`config.mk`:
```
export PLATFORM = sky130hd
export DESIGN_NAME = button_event_conditioner
export DESIGN_NICKNAME = d
export VERILOG_FILES = /design/src/rtl/button_event_conditioner_pkg.sv /design/src/rtl/button_event_conditioner_button_channel.sv /design/src/rtl/button_event_conditioner.sv
export SDC_FILE = /design/constraint.sdc
export NUM_CORES = 1
export LEC_CHECK = 0
export ABC_AREA = 0
export CAP_MARGIN = 20
export CORE_MARGIN = 5
export CORE_UTILIZATION = 64
export CTS_BUF_LIST = sky130_fd_sc_hd__clkbuf_8
export DETAILED_ROUTE_END_ITERATION = 7
export PLACE_DENSITY = 0.82
export SLEW_MARGIN = 10
export SYNTH_ARGS = -nofsm -noshare
export SYNTH_HDL_FRONTEND = slang
export SYNTH_SLANG_ARGS = --single-unit
```
`constraint.sdc`:
```
create_clock -name in_clk -period 3.5 [get_ports in_clk]
set_clock_uncertainty 0.05 [all_clocks]
set_input_delay 0.35 -clock in_clk [delete_from_list [all_inputs] [get_ports in_clk]]
set_output_delay 0.35 -clock in_clk [all_outputs]
set_load 0.1 [all_outputs]
```
`src/rtl/button_event_conditioner_pkg.sv`:
```
// Shared definitions for the push-button conditioner.
//   - Default timing constants for a 50 MHz clock.
//   - Repeat FSM state encoding.
//   - Small constant helper used to size the repeat counter.
package button_event_conditioner_pkg;

    localparam int unsigned DefDebounceCycles = 1_000_000;   // 20 ms
    localparam int unsigned DefRepeatDelay    = 25_000_000;  // 500 ms
    localparam int unsigned DefRepeatRate     = 5_000_000;   // 100 ms

    typedef enum logic [1:0] {
        StIdle   = 2'd0,
        StDelay  = 2'd1,
        StRepeat = 2'd2
    } rep_state_e;

    function automatic int unsigned max_u(input int unsigned a, input int unsigned b);
        return (a > b) ? a : b;
    endfunction

endpackage

```
`src/rtl/button_event_conditioner_button_channel.sv`:
```
// One push-button channel: 2-flop synchronizer, debounce counter, registered
// press/release pulses and an auto-repeat FSM.
// Ports:
//   clk_i      system clock
//   reset_i    synchronous, active-high reset
//   button_ni  raw button level, active-low, asynchronous
//   level_o    debounced level, active-high
//   press_o    one-cycle pulse in the first cycle level_o is 1
//   release_o  one-cycle pulse in the first cycle level_o is 0
//   repeat_o   one-cycle auto-repeat pulse while held
module button_channel
    import button_event_conditioner_pkg::*;
#(
    parameter int unsigned DebounceCycles = DefDebounceCycles,
    parameter int unsigned RepeatDelay    = DefRepeatDelay,
    parameter int unsigned RepeatRate     = DefRepeatRate
) (
    input  logic clk_i,
    input  logic reset_i,
    input  logic button_ni,
    output logic level_o,
    output logic press_o,
    output logic release_o,
    output logic repeat_o
);

    localparam int unsigned DbW  = $clog2(DebounceCycles + 1);
    localparam int unsigned RepW = $clog2(max_u(RepeatDelay, RepeatRate) + 1);

    localparam logic [DbW-1:0]  DbLast    = DbW'(DebounceCycles - 1);
    localparam logic [RepW-1:0] DelayLast = RepW'(RepeatDelay - 1);
    localparam logic [RepW-1:0] RateLast  = RepW'(RepeatRate - 1);

    logic [1:0]     sync_q, sync_d;
    logic [DbW-1:0] db_cnt_q, db_cnt_d;
    logic           level_q, level_d;
    logic           press_q, press_d;
    logic           release_q, release_d;
    logic           repeat_q, repeat_d;
    logic [RepW-1:0] rep_cnt_q, rep_cnt_d;
    rep_state_e     state_q, state_d;

    logic pressed_sync;
    logic db_differ;
    logic db_accept;

    always_comb begin
        sync_d       = {sync_q[0], button_ni};
        pressed_sync = ~sync_q[1];

        // Level changes only after DebounceCycles consecutive disagreeing cycles.
        db_differ = (pressed_sync != level_q);
        db_accept = db_differ && (db_cnt_q == DbLast);
        db_cnt_d  = (db_differ && !db_accept) ? db_cnt_q + 1'b1 : '0;
        level_d   = level_q ^ db_accept;

        // Pulses are computed with the level update so they line up with it.
        press_d   = db_accept && !level_q;
        release_d = db_accept && level_q;

        state_d   = state_q;
        rep_cnt_d = rep_cnt_q;
        repeat_d  = 1'b0;

        unique case (state_q)
            StIdle: begin
                if (press_d) begin
                    state_d   = StDelay;
                    rep_cnt_d = '0;
                end
            end
            StDelay: begin
                if (rep_cnt_q == DelayLast) begin
                    repeat_d  = 1'b1;
                    rep_cnt_d = '0;
                    state_d   = StRepeat;
                end else begin
                    rep_cnt_d = rep_cnt_q + 1'b1;
                end
            end
            StRepeat: begin
                if (rep_cnt_q == RateLast) begin
                    repeat_d  = 1'b1;
                    rep_cnt_d = '0;
                end else begin
                    rep_cnt_d = rep_cnt_q + 1'b1;
                end
            end
            default: begin
                state_d   = StIdle;
                rep_cnt_d = '0;
            end
        endcase

        // Release wins over a repeat scheduled for the same cycle.
        if (release_d) begin
            state_d   = StIdle;
            rep_cnt_d = '0;
            repeat_d  = 1'b0;
        end
    end

    always_ff @(posedge clk_i) begin
        if (reset_i) begin
            sync_q    <= 2'b11;
            db_cnt_q  <= '0;
            level_q   <= 1'b0;
            press_q   <= 1'b0;
            release_q <= 1'b0;
            repeat_q  <= 1'b0;
            rep_cnt_q <= '0;
            state_q   <= StIdle;
        end else begin
            sync_q    <= sync_d;
            db_cnt_q  <= db_cnt_d;
            level_q   <= level_d;
            press_q   <= press_d;
            release_q <= release_d;
            repeat_q  <= repeat_d;
            rep_cnt_q <= rep_cnt_d;
            state_q   <= state_d;
        end
    end

    assign level_o   = level_q;
    assign press_o   = press_q;
    assign release_o = release_q;
    assign repeat_o  = repeat_q;

endmodule

```
`src/rtl/button_event_conditioner.sv`:
```
// Conditioner for the DE0-CV push buttons: turns raw active-low bouncing
// levels into clean active-high levels and one-cycle press/release/repeat
// pulses, one independent channel per button.
// Ports:
//   in_clk       system clock (50 MHz)
//   in_reset     synchronous, active-high reset
//   in_button    raw button levels, active-low, asynchronous
//   out_level    debounced levels, active-high
//   out_press    one-cycle pulse on accepted press
//   out_release  one-cycle pulse on accepted release
//   out_repeat   one-cycle auto-repeat pulse while held
//   out_step     out_press | out_repeat, for up/down stepping
module button_event_conditioner
    import button_event_conditioner_pkg::*;
#(
    parameter int unsigned NUM_BUTTONS     = 4,
    parameter int unsigned DEBOUNCE_CYCLES = DefDebounceCycles,
    parameter int unsigned REPEAT_DELAY    = DefRepeatDelay,
    parameter int unsigned REPEAT_RATE     = DefRepeatRate
) (
    input  logic                   in_clk,
    input  logic                   in_reset,
    input  logic [NUM_BUTTONS-1:0] in_button,
    output logic [NUM_BUTTONS-1:0] out_level,
    output logic [NUM_BUTTONS-1:0] out_press,
    output logic [NUM_BUTTONS-1:0] out_release,
    output logic [NUM_BUTTONS-1:0] out_repeat,
    output logic [NUM_BUTTONS-1:0] out_step
);

    for (genvar i = 0; i < NUM_BUTTONS; i++) begin : g_chan
        button_channel #(
            .DebounceCycles (DEBOUNCE_CYCLES),
            .RepeatDelay    (REPEAT_DELAY),
            .RepeatRate     (REPEAT_RATE)
        ) u_chan (
            .clk_i     (in_clk),
            .reset_i   (in_reset),
            .button_ni (in_button[i]),
            .level_o   (out_level[i]),
            .press_o   (out_press[i]),
            .release_o (out_release[i]),
            .repeat_o  (out_repeat[i])
        );
    end

    assign out_step = out_press | out_repeat;

endmodule

```
==> results.py, run 1 <==
metrics = {
    "status": {
        "outcome": "finished clean",
    },
    "clocking": {
        "clkLatencyLatePin_ns": 0.50,
        "cts_buffers": 35,
        "cts-root-buf": "clkbuf_8",
        "postCtsSetupBuffers": 0,
        "clock_sinks": 212,
        "path_clk_slew_ns": 0.06,
        "clockBufferDepth": 3,
        "post_cts_resized": 0,
        "htree_levels": 2,
        "cts_tree": "done",
        "holdBufCountCts": 0,
    },
    "drt": {
        "ant_nets": 0,
        "wl_per_cell_um": 13.6,
        "num_vias": 8955,
        "post_drt_via_cell_ratio": 5.87,
        "drtIter0Drc": 589,
        "route.detailed.drc": 0,
        "drtPass1Iterations": 6,
        "drt_wl_total_um": 20800,
    },
    "sta": {
        "max_freq_mhz": 320,
        "period_share_pct": 89.2,
        "maxSlewViolCount": 0,
        "worst_pin_slew_ns": 0.987,
        "setup_viol": 0,
        "finalSetupTns_ns": 0,
        "hold_viol_final": 0,
        "rsz0062_at_grt": "no",
        "slew_headroom_pct": 34.0,
        "final.min_clock_period_ns": 3.12,
    },
    "power": {
        "p_leak_nw": 3.90,
        "vdd_ir_drop_max_uv": 411,
        "power_density_nw_per_um2": 411,
    },
    "setup_path": {
        "critPathBufInv": 2,
        "critPathSlowestCell": "or3_1",
        "start_kind": "flop",
        "crit_path_end_kind": "flop",
        "crit_path_max_fanout": 41,
        "cpPeakStageDelay_ns": 0.38,
        "arrival_ns": 3.49,
        "critical_path.top_delay_family": "simple AND/OR/NAND/NOR gates",
        "reg2reg_setup_slack_ns": 0.38,
        "crit_required_ns": 3.87,
        "r2r_start": "g_chan[0].u_chan.db_cnt_q[0]$_SDFF_PP0_",
        "path_class": "reg -> reg",
        "rr_worst_depth": 13,
        "path_cells": "ha_1, nand3_1, or3_1, nor4_1, inv_1, nor2_1, ha_1, nand2b_1, nand3_1, a21oi_2, buf_4, o21ai_0, a31oi_1",
        "regToRegEndpoint": "g_chan[0].u_chan.rep_cnt_q[23]$_SDFFE_PP0P_",
    },
    "worst_hold_path": {
        "hp-start": "in_button[1]",
        "hp-class": "in -> reg",
        "worstHoldEndpoint": "g_chan[1].u_chan.sync_q[0]$_SDFF_PP1_",
        "whs_path_depth": 2,
    },
    "global_route": {
        "grt_pass1_wl_um": 36400,
        "overflow": 0,
        "grt_pass1_vias": 8136,
        "grt_use_total_pct": 22.6,
        "grt_max_degree": 42,
        "grt_antenna_before_repair": 0,
    },
    "yosys": {
        "syn_avg_cell_area_um2": 8.15,
        "yosys_warnings": 0,
        "yosysUniqueCellTypes": 64,
        "yosys_most_used_dff": "dfxtp_1",
        "async_reset_ff_share_pct": 0,
        "ys_seq_area_share_pct": 40.9,
        "synth-edff-count": 0,
        "syn_area_um2": 10400,
        "syn_nets": 1306,
        "netlist_instances": 1272,
        "ys_ff_latch": 212,
    },
    "run": {
        "max_cap_violations": 0,
    },
    "floorplanning": {
        "dieArea_um2": 18800,
        "fp.coreArea_um2": 15900,
        "boundaryPins": 26,
        "die_x_um": 137,
        "num_rows": 46,
        "die_h_um": 137,
        "floorplan.initialDensity_pct": 65.2,
    },
    "placement": {
        "dpl.hpwl_um": 14100,
        "portBuffers": 25,
        "gp_congestion": 0.869,
    },
    "cells_and_area": {
        "syn2layout_area_growth_pct": 9.99,
        "final_core_util_pct": 71.8,
        "num_antenna_cells": 0,
        "nets": 1321,
        "drive_above_1_share_pct": 7.10,
    },
}
report_power, final:
part,leakage [nW],total [mW],internal (mW),switching (mW)
Clock,0.397,2.17,1.22,0.946
Combinational,1.80,0.0905,0.0279,0.0626
Sequential,1.71,2.43,2.42,0.00415
Total,3.90,4.68,3.67,1.01
metrics by stage:
stage	hold WS (ns)	setup slack, ns	instances	total power, mW	cell area [µm²]
after global routing	0.333	0.0225	1525	4.86	11400
after floorplan	0.339	0.606	1272	2.54	10400
after detailed placement	0.346	0.459	1466	2.57	10700
after CTS	0.331	0.397	1525	4.74	11400
final	0.358	0.379	1525	4.68	11400
after global placement	0.342	0.546	1466	2.56	10700
synthesized netlist by cell type, drive strengths merged, types with 4 or more instances:
cell type | count | area, µm²
a21boi | 4 | 30.0
a21o | 10 | 75.1
a21oi | 62 | 314
a22o | 12 | 105
a31oi | 57 | 357
a41oi | 8 | 70.1
and2 | 6 | 37.5
and3 | 34 | 213
and4 | 7 | 61.3
buf | 25 | 181
clkbuf | 37 | 139
dfxtp | 212 | 4240
ha | 28 | 350
inv | 41 | 154
mux2i | 5 | 50.1
nand2 | 137 | 514
nand2b | 19 | 119
nand3 | 85 | 425
nand3b | 4 | 30.0
nand4 | 41 | 257
nor2 | 155 | 582
nor2b | 17 | 106
nor3 | 29 | 145
nor4 | 23 | 144
nor4b | 9 | 78.8
o21ai | 42 | 225
o31ai | 4 | 30.0
or2 | 17 | 106
or3 | 10 | 62.6
or4 | 10 | 78.8
xnor2 | 33 | 289
xor2 | 54 | 473
how the worst max path moves through the flow:
stage | from | to | slack [ns] | depth (start not counted)
after floorplan | g_chan[2].u_chan.db_cnt_q[0]$_SDFF_PP0_ | g_chan[2].u_chan.rep_cnt_q[21]$_SDFFE_PP0P_ | 0.61 | 12
after global placement | g_chan[0].u_chan.db_cnt_q[0]$_SDFF_PP0_ | g_chan[0].u_chan.rep_cnt_q[19]$_SDFFE_PP0P_ | 0.55 | 13
after detailed placement | g_chan[3].u_chan.db_cnt_q[0]$_SDFF_PP0_ | g_chan[3].u_chan.rep_cnt_q[13]$_SDFFE_PP0P_ | 0.46 | 12
after CTS | g_chan[0].u_chan.db_cnt_q[0]$_SDFF_PP0_ | g_chan[0].u_chan.rep_cnt_q[23]$_SDFFE_PP0P_ | 0.40 | 13
after global routing | g_chan[3].u_chan.db_cnt_q[0]$_SDFF_PP0_ | g_chan[3].u_chan.rep_cnt_q[13]$_SDFFE_PP0P_ | 0.02 | 12
final | g_chan[0].u_chan.db_cnt_q[0]$_SDFF_PP0_ | g_chan[0].u_chan.rep_cnt_q[23]$_SDFFE_PP0P_ | 0.38 | 13
flip-flops by register name (all words and copies together), names as in the netlist:
signal,cells
g_chan.u_chan.release_o,4
g_chan.u_chan.rep_cnt_q,100
g_chan.u_chan.press_o,4
g_chan.u_chan.repeat_o,4
g_chan.u_chan.level_o,4
g_chan.u_chan.sync_q,8
g_chan.u_chan.db_cnt_q,80
g_chan.u_chan.state_q,8
routing by layer:
layer / vias up / wire length, µm / GRT usage [%]
met5: - / 0 / 0
met4: 0 / 467 / 8.04
met3: 44 / 1110 / 4.05
met2: 239 / 9530 / 36.7
met1: 4133 / 9680 / 30.3
li1: 4539 / - / -
cell families after synthesis:
kind of cell	count (synthesis)	synth area share, %
XOR/XNOR	87	7.35
AND/OR/NAND/NOR	614	29.6
AO/OA/AOI/OAI	222	13.6
adder cells (fa/ha/maj)	28	3.38
multiplexers	6	0.592
flip-flops	212	40.9
buffers and inverters	103	4.58
final cells by class:
class / count / area (µm²)
Multi-Input combinational cell: 957 / 5660
Fill cell: 1277 / 4480
Sequential cell: 212 / 4240
Clock buffer: 45 / 619
Timing Repair Buffer: 40 / 363
Tap cell: 216 / 270
Inverter: 41 / 154
Clock inverter: 14 / 86.3
layout by cell type (no fill, tap or decap), types with 12 or more instances in the layout:
master,n
xnor2_1,33
nor4_1,23
nor3_1,29
nand4_1,41
nand2b_1,19
clkdlybuf4s50_1,25
clkbuf_8,45
nand3_1,85
a21oi_1,59
or2_2,17
nor2_1,155
inv_1,50
nand2_1,137
nor2b_1,17
o21ai_0,40
ha_1,28
a22o_1,12
xor2_1,54
dfxtp_1,212
buf_4,15
a31oi_1,57
and3_1,34
No activity file was read; power rests on OpenSTA's default activity.
==> run 2: changes to the inputs <==
- CORE_MARGIN: 5 -> 2
==> run 2 against run 1 <==
Count of clock-buffer cells in the layout is 1 higher. Die area is 8.6% lower. Critical path depth stayed put. Clock power is 2% lower. First-iteration DRC count is 10% higher. Routed wire length is 1.2% higher. Register-to-register slack better by 0.04 ns. Critical endpoint is now g_chan[0].u_chan.rep_cnt_q[19]$_SDFFE_PP0P_. Largest cell class unchanged.
==> results.py, run 2 (synthesized netlist as in run 1, its figures left out) <==
metrics = {
    "clocking": {
        "clockBufferDepth": 3,
        "clock_sinks": 212,
        "path_clk_slew_ns": 0.06,
        "holdBufCountCts": 0,
        "clkLatencyLatePin_ns": 0.53,
        "postCtsSetupBuffers": 0,
        "cts_tree": "done",
        "htree_levels": 2,
        "cts_buffers": 36,
        "cts-root-buf": "clkbuf_8",
        "post_cts_resized": 0,
    },
    "sta": {
        "finalSetupTns_ns": 0,
        "fin_ws_ns": 0.416,
        "holdWs_ns": 0.340,
        "rsz0062_at_grt": "no",
        "period_share_pct": 88.1,
        "final.min_clock_period_ns": 3.08,
        "slew_headroom_pct": 34.1,
        "setup_viol": 0,
        "worst_pin_slew_ns": 0.986,
        "maxSlewViolCount": 0,
        "max_freq_mhz": 324,
        "hold_viol_final": 0,
    },
    "power": {
        "power_density_nw_per_um2": 407,
        "vdd_ir_drop_max_uv": 401,
        "internal_power_mw": 3.62,
        "power_mw": 4.65,
        "combPwrFrac_pct": 2.0,
        "p_sw_mw": 1.02,
        "p_leak_nw": 3.93,
        "switching_share_pct": 22.0,
        "p_clk_share_pct": 45.9,
        "p_seq_share_pct": 52.2,
    },
    "setup_path": {
        "cpPeakStageDelay_ns": 0.40,
        "critPathSlowestCell": "nor4_1",
        "start_kind": "flop",
        "rr_worst_depth": 13,
        "r2r_start": "g_chan[0].u_chan.db_cnt_q[0]$_SDFF_PP0_",
        "crit_required_ns": 3.91,
        "arrival_ns": 3.50,
        "crit_path_end_kind": "flop",
        "crit_path_max_fanout": 41,
        "path_class": "reg -> reg",
        "reg2reg_setup_slack_ns": 0.42,
        "regToRegEndpoint": "g_chan[0].u_chan.rep_cnt_q[19]$_SDFFE_PP0P_",
        "path_cells": "ha_1, nand3_1, or3_1, nor4_1, inv_1, nor2_1, ha_1, nand2b_1, nand3_1, a21oi_2, buf_12, nor3b_1, a211o_1",
    },
    "cells_and_area": {
        "n_fill_cell": 1281,
        "seq_area_um2": 4240,
        "num_antenna_cells": 0,
        "multiInputGateArea_um2": 5660,
        "regMostFlops": "g_chan.u_chan.rep_cnt_q",
        "largest_reg_flops": 100,
        "final_common_cell": "dfxtp_1",
        "drive_above_1_share_pct": 7.31,
        "most-common-layout-cells": "dfxtp_1 (212), nor2_1 (155), nand2_1 (137), nand3_1 (85), a21oi_1 (59)",
        "syn2layout_area_growth_pct": 10.2,
        "nets": 1324,
        "largestRegisters": "g_chan.u_chan.rep_cnt_q: 100 flops, g_chan.u_chan.db_cnt_q: 80 flops",
        "final_core_util_pct": 71.9,
    },
    "global_route": {
        "grt_pass1_vias": 8015,
        "grt_use_total_pct": 24.1,
        "grt_antenna_before_repair": 0,
        "grt_max_degree": 42,
        "overflow": 0,
        "grt_pass1_wl_um": 35900,
    },
    "floorplanning": {
        "boundaryPins": 26,
        "floorplan.initialDensity_pct": 65.2,
        "die_h_um": 131,
        "dieArea_um2": 17200,
        "num_rows": 46,
        "fp.coreArea_um2": 15900,
        "die_x_um": 131,
    },
    "drt": {
        "wl_per_cell_um": 13.8,
        "num_vias": 8919,
        "drtIter0Drc": 649,
        "route.detailed.drc": 0,
        "post_drt_via_cell_ratio": 5.83,
        "ant_nets": 0,
        "drt_wl_total_um": 21000,
        "drtPass1Iterations": 5,
    },
    "status": {
        "outcome": "finished clean",
    },
    "placement": {
        "gp_congestion": 0.856,
        "portBuffers": 25,
        "dpl.hpwl_um": 14300,
        "dp_slack_ns": 0.520,
    },
    "run": {
        "max_cap_violations": 0,
    },
    "worst_hold_path": {
        "worstHoldEndpoint": "g_chan[1].u_chan.sync_q[0]$_SDFF_PP1_",
        "hp-class": "in -> reg",
        "whs_path_depth": 2,
        "hp-start": "in_button[1]",
    },
}
==> run 2: per-layer routing <==
layer / routed length [µm] / global-route usage, % / part of all wire, %
met3: 1030 / 4.78 / 4.9
met4: 421 / 8.88 / 2.0
met5: 0 / 0 / 0
met2: 9770 / 39.6 / 46
met1: 9820 / 31.4 / 47
==> run 2: worst max-delay path by stage <==
stage / start / to / slack (ns) / cells after the start
finish: g_chan[0].u_chan.db_cnt_q[0]$_SDFF_PP0_ / g_chan[0].u_chan.rep_cnt_q[19]$_SDFFE_PP0P_ / 0.42 / 13
floorplan: g_chan[2].u_chan.db_cnt_q[0]$_SDFF_PP0_ / g_chan[2].u_chan.rep_cnt_q[21]$_SDFFE_PP0P_ / 0.61 / 12
global route: g_chan[0].u_chan.db_cnt_q[0]$_SDFF_PP0_ / g_chan[0].u_chan.rep_cnt_q[19]$_SDFFE_PP0P_ / 0.06 / 13
detailed placement: g_chan[0].u_chan.db_cnt_q[0]$_SDFF_PP0_ / g_chan[0].u_chan.rep_cnt_q[19]$_SDFFE_PP0P_ / 0.52 / 13
global placement: g_chan[3].u_chan.db_cnt_q[0]$_SDFF_PP0_ / g_chan[3].u_chan.rep_cnt_q[15]$_SDFFE_PP0P_ / 0.63 / 14
CTS: g_chan[0].u_chan.db_cnt_q[0]$_SDFF_PP0_ / g_chan[0].u_chan.rep_cnt_q[19]$_SDFFE_PP0P_ / 0.41 / 13
==> run 2: area by class of cell <==
cell class,count,share of cell area [%]
multi-input cells,957,49.6
flip-flops and latches,212,37.2
clock buffers,46,5.54
repair buffers,42,3.42
well taps,216,2.37
inverters,41,1.35
clock inverters,16,0.581
==> run 2: worst max-delay path: cells and delay by family (launching register included) <==
family	cells	cell delay (ns)
AND/OR/NAND/NOR	7	1.62
adder cells (fa/ha/maj)	2	0.40
flip-flops	1	0.37
AO/OA/AOI/OAI	2	0.30
buffers and inverters	2	0.31
==> run 2: per-stage QoR <==
step / instance area (µm²) / std cells
6_report: 11400 / 1530
3_3_place_gp: 10700 / 1468
3_5_place_dp: 10700 / 1468
5_1_grt: 11400 / 1530
4_1_cts: 11400 / 1530
2_1_floorplan: 10400 / 1272
==> run 2: power by group through the flow <==
| stage | Clock (mW) | Sequential (mW) | Combinational [mW] |
|---|---|---|---|
| 6_report | 2.13 | 2.43 | 0.0913 |
| 5_1_grt | 2.30 | 2.42 | 0.102 |
| 4_1_cts | 2.19 | 2.43 | 0.0909 |
| 3_5_place_dp | 0 | 2.48 | 0.0906 |
| 3_3_place_gp | 0 | 2.48 | 0.0890 |
| 2_1_floorplan | 0 | 2.48 | 0.0602 |
==> run 3: changes to the inputs <==
- CORE_UTILIZATION: 64 -> 65
- DONT_BUFFER_PORTS: default -> 1
- PLACE_DENSITY: 0.82 -> 0.81
==> run 3 against run 2 <==
Power increased by 2.9%. Register-to-register slack barely moved. Global-route usage grew 1.9 points. Final cell count fell by 0.85%. Routed wire length increased by 2.3%. Clock power is 7% higher. Setup slack got worse by 0.0045 ns. Count of clock-buffer cells in the layout fell by 1. Largest cell class unchanged.
==> results.py, run 3 (synthesized netlist as in run 1, its figures left out) <==
metrics = {
    "status": {
        "outcome": "finished clean",
    },
    "clocking": {
        "path_clk_slew_ns": 0.06,
        "cts_buffers": 36,
        "clock_sinks": 212,
        "post_cts_resized": 0,
        "htree_levels": 2,
        "cts-root-buf": "clkbuf_8",
        "clockBufferDepth": 3,
        "clkLatencyLatePin_ns": 0.52,
        "cts_tree": "done",
        "postCtsSetupBuffers": 0,
    },
    "floorplanning": {
        "floorplan.initialDensity_pct": 66.0,
        "boundaryPins": 26,
        "fp.coreArea_um2": 15700,
        "die_h_um": 130,
        "dieArea_um2": 17000,
        "die_x_um": 130,
        "num_rows": 46,
    },
    "cells_and_area": {
        "drive_above_1_share_pct": 8.22,
        "largestRegisters": "g_chan.u_chan.rep_cnt_q: 100 flops, g_chan.u_chan.db_cnt_q: 80 flops",
        "nets": 1312,
        "multiInputGateArea_um2": 5660,
        "seq_area_um2": 4240,
        "final_common_cell": "dfxtp_1",
        "largest_reg_flops": 100,
        "regMostFlops": "g_chan.u_chan.rep_cnt_q",
        "num_antenna_cells": 0,
        "syn2layout_area_growth_pct": 9.44,
        "n_fill_cell": 1251,
        "most-common-layout-cells": "dfxtp_1 (212), nor2_1 (155), nand2_1 (137), nand3_1 (85), a21oi_1 (59)",
    },
    "setup_path": {
        "critPathBufInv": 2,
        "arrival_ns": 3.50,
        "crit_path_max_fanout": 41,
        "cpPeakStageDelay_ns": 0.38,
        "critPathSlowestCell": "or3_1",
        "critical_path.top_delay_family": "simple AND/OR/NAND/NOR gates",
        "reg2reg_setup_slack_ns": 0.41,
        "rr_worst_depth": 13,
        "path_cells": "ha_1, nand3_1, or3_1, nor4_1, inv_1, nor2_1, ha_1, nand2b_1, nand3_1, a21oi_2, buf_4, nor3b_1, a211o_1",
        "path_class": "reg -> reg",
        "cp.depth": 13,
        "r2r_start": "g_chan[0].u_chan.db_cnt_q[0]$_SDFF_PP0_",
        "crit_required_ns": 3.91,
        "start_kind": "flop",
        "crit_path_end_kind": "flop",
        "regToRegEndpoint": "g_chan[0].u_chan.rep_cnt_q[19]$_SDFFE_PP0P_",
    },
    "worst_hold_path": {
        "whs_path_depth": 2,
        "hp-class": "in -> reg",
        "worstHoldEndpoint": "g_chan[3].u_chan.rep_cnt_q[1]$_SDFFE_PP0P_",
        "hp-start": "in_reset",
    },
    "power": {
        "power_density_nw_per_um2": 422,
        "vdd_ir_drop_max_uv": 391,
        "p_leak_nw": 3.92,
    },
    "sta": {
        "period_share_pct": 88.2,
        "slew_headroom_pct": 32.6,
        "holdWs_ns": 0.0352,
        "setup_viol": 0,
        "hold_viol_final": 0,
        "maxSlewViolCount": 0,
        "worst_pin_slew_ns": 1.00,
        "rsz0062_at_grt": "no",
        "max_freq_mhz": 324,
        "final.min_clock_period_ns": 3.09,
        "finalSetupTns_ns": 0,
    },
    "drt": {
        "drtIter0Drc": 707,
        "ant_nets": 0,
        "drt_wl_total_um": 21500,
        "drtPass1Iterations": 5,
        "num_vias": 8903,
        "route.detailed.drc": 0,
        "wl_per_cell_um": 14.2,
        "post_drt_via_cell_ratio": 5.87,
    },
    "placement": {
        "gp_congestion": 0.863,
        "portBuffers": 0,
        "dpl.hpwl_um": 14300,
    },
    "global_route": {
        "overflow": 0,
        "grt_pass1_wl_um": 36600,
        "grt_antenna_before_repair": 0,
        "grt_pass1_vias": 8088,
        "grt_max_degree": 42,
        "grt_use_total_pct": 25.9,
    },
    "run": {
        "max_cap_violations": 0,
    },
}
==> run 3: changes by cell type in the layout (fill, tap and decap cells not counted), sizes merged <==
cell,delta
buf,+8
dlygate4sd3,+5
clkinv,+2
bufinv,+2
clkbuf,-1
clkdlybuf4s50,-25
inv,-4
==> run 3: stage by stage <==
stage | worst slack [ns] | cells | cell area (µm²) | power [mW] | util, %
2_1_floorplan | 0.606 | 1272 | 10400 | 2.54 | -
3_3_place_gp | 0.544 | 1450 | 10500 | 2.55 | 67.1
3_5_place_dp | 0.456 | 1450 | 10500 | 2.55 | 67.1
4_1_cts | 0.387 | 1516 | 11300 | 4.83 | 72.1
5_1_grt | 0.0286 | 1517 | 11300 | 4.94 | 72.2
6_report | 0.411 | 1517 | 11300 | 4.78 | 72.2
==> run 3: metal layers <==
metal	vias up	routed length, µm	track usage, %
li1	4517	-	-
met1	4131	10200	34.7
met2	199	9770	41.9
met3	56	989	4.63
met4	0	567	10.1
met5	-	0	0
==> run 3: worst max-delay path by stage <==
stage                                            startpoint                                          end  slack, ns
floorplan           g_chan[2].u_chan.db_cnt_q[0]$_SDFF_PP0_  g_chan[2].u_chan.rep_cnt_q[21]$_SDFFE_PP0P_       0.61
detailed placement  g_chan[0].u_chan.db_cnt_q[0]$_SDFF_PP0_  g_chan[0].u_chan.rep_cnt_q[23]$_SDFFE_PP0P_       0.46
global route        g_chan[0].u_chan.db_cnt_q[0]$_SDFF_PP0_  g_chan[0].u_chan.rep_cnt_q[19]$_SDFFE_PP0P_       0.03
CTS                 g_chan[0].u_chan.db_cnt_q[0]$_SDFF_PP0_  g_chan[0].u_chan.rep_cnt_q[19]$_SDFFE_PP0P_       0.39
finish              g_chan[0].u_chan.db_cnt_q[0]$_SDFF_PP0_  g_chan[0].u_chan.rep_cnt_q[19]$_SDFFE_PP0P_       0.41
global placement    g_chan[0].u_chan.db_cnt_q[0]$_SDFF_PP0_  g_chan[0].u_chan.rep_cnt_q[19]$_SDFFE_PP0P_       0.54
==> run 3: final cells by class <==
class                      count  share of cell area, %
clock buffer                  45                   5.46
clock inverter                16                   1.07
inverter                      41                   1.36
multi-input combinational    957                   49.9
sequential                   212                   37.4
tap                          216                   2.38
timing repair buffer          30                   2.38
==> run 3: what timing repair did <==
action	CTS	global route
hold buffers	5	0
endpoints found under the hold margin	28	0
endpoints found under the setup margin	0	0
==> run 3: where the power goes <==
group	internal (mW)	total (mW)	leakage, nW	switching [mW]
Sequential	2.42	2.43	1.71	0.00462
Clock	1.30	2.27	0.416	0.966
Combinational	0.0270	0.0888	1.79	0.0618
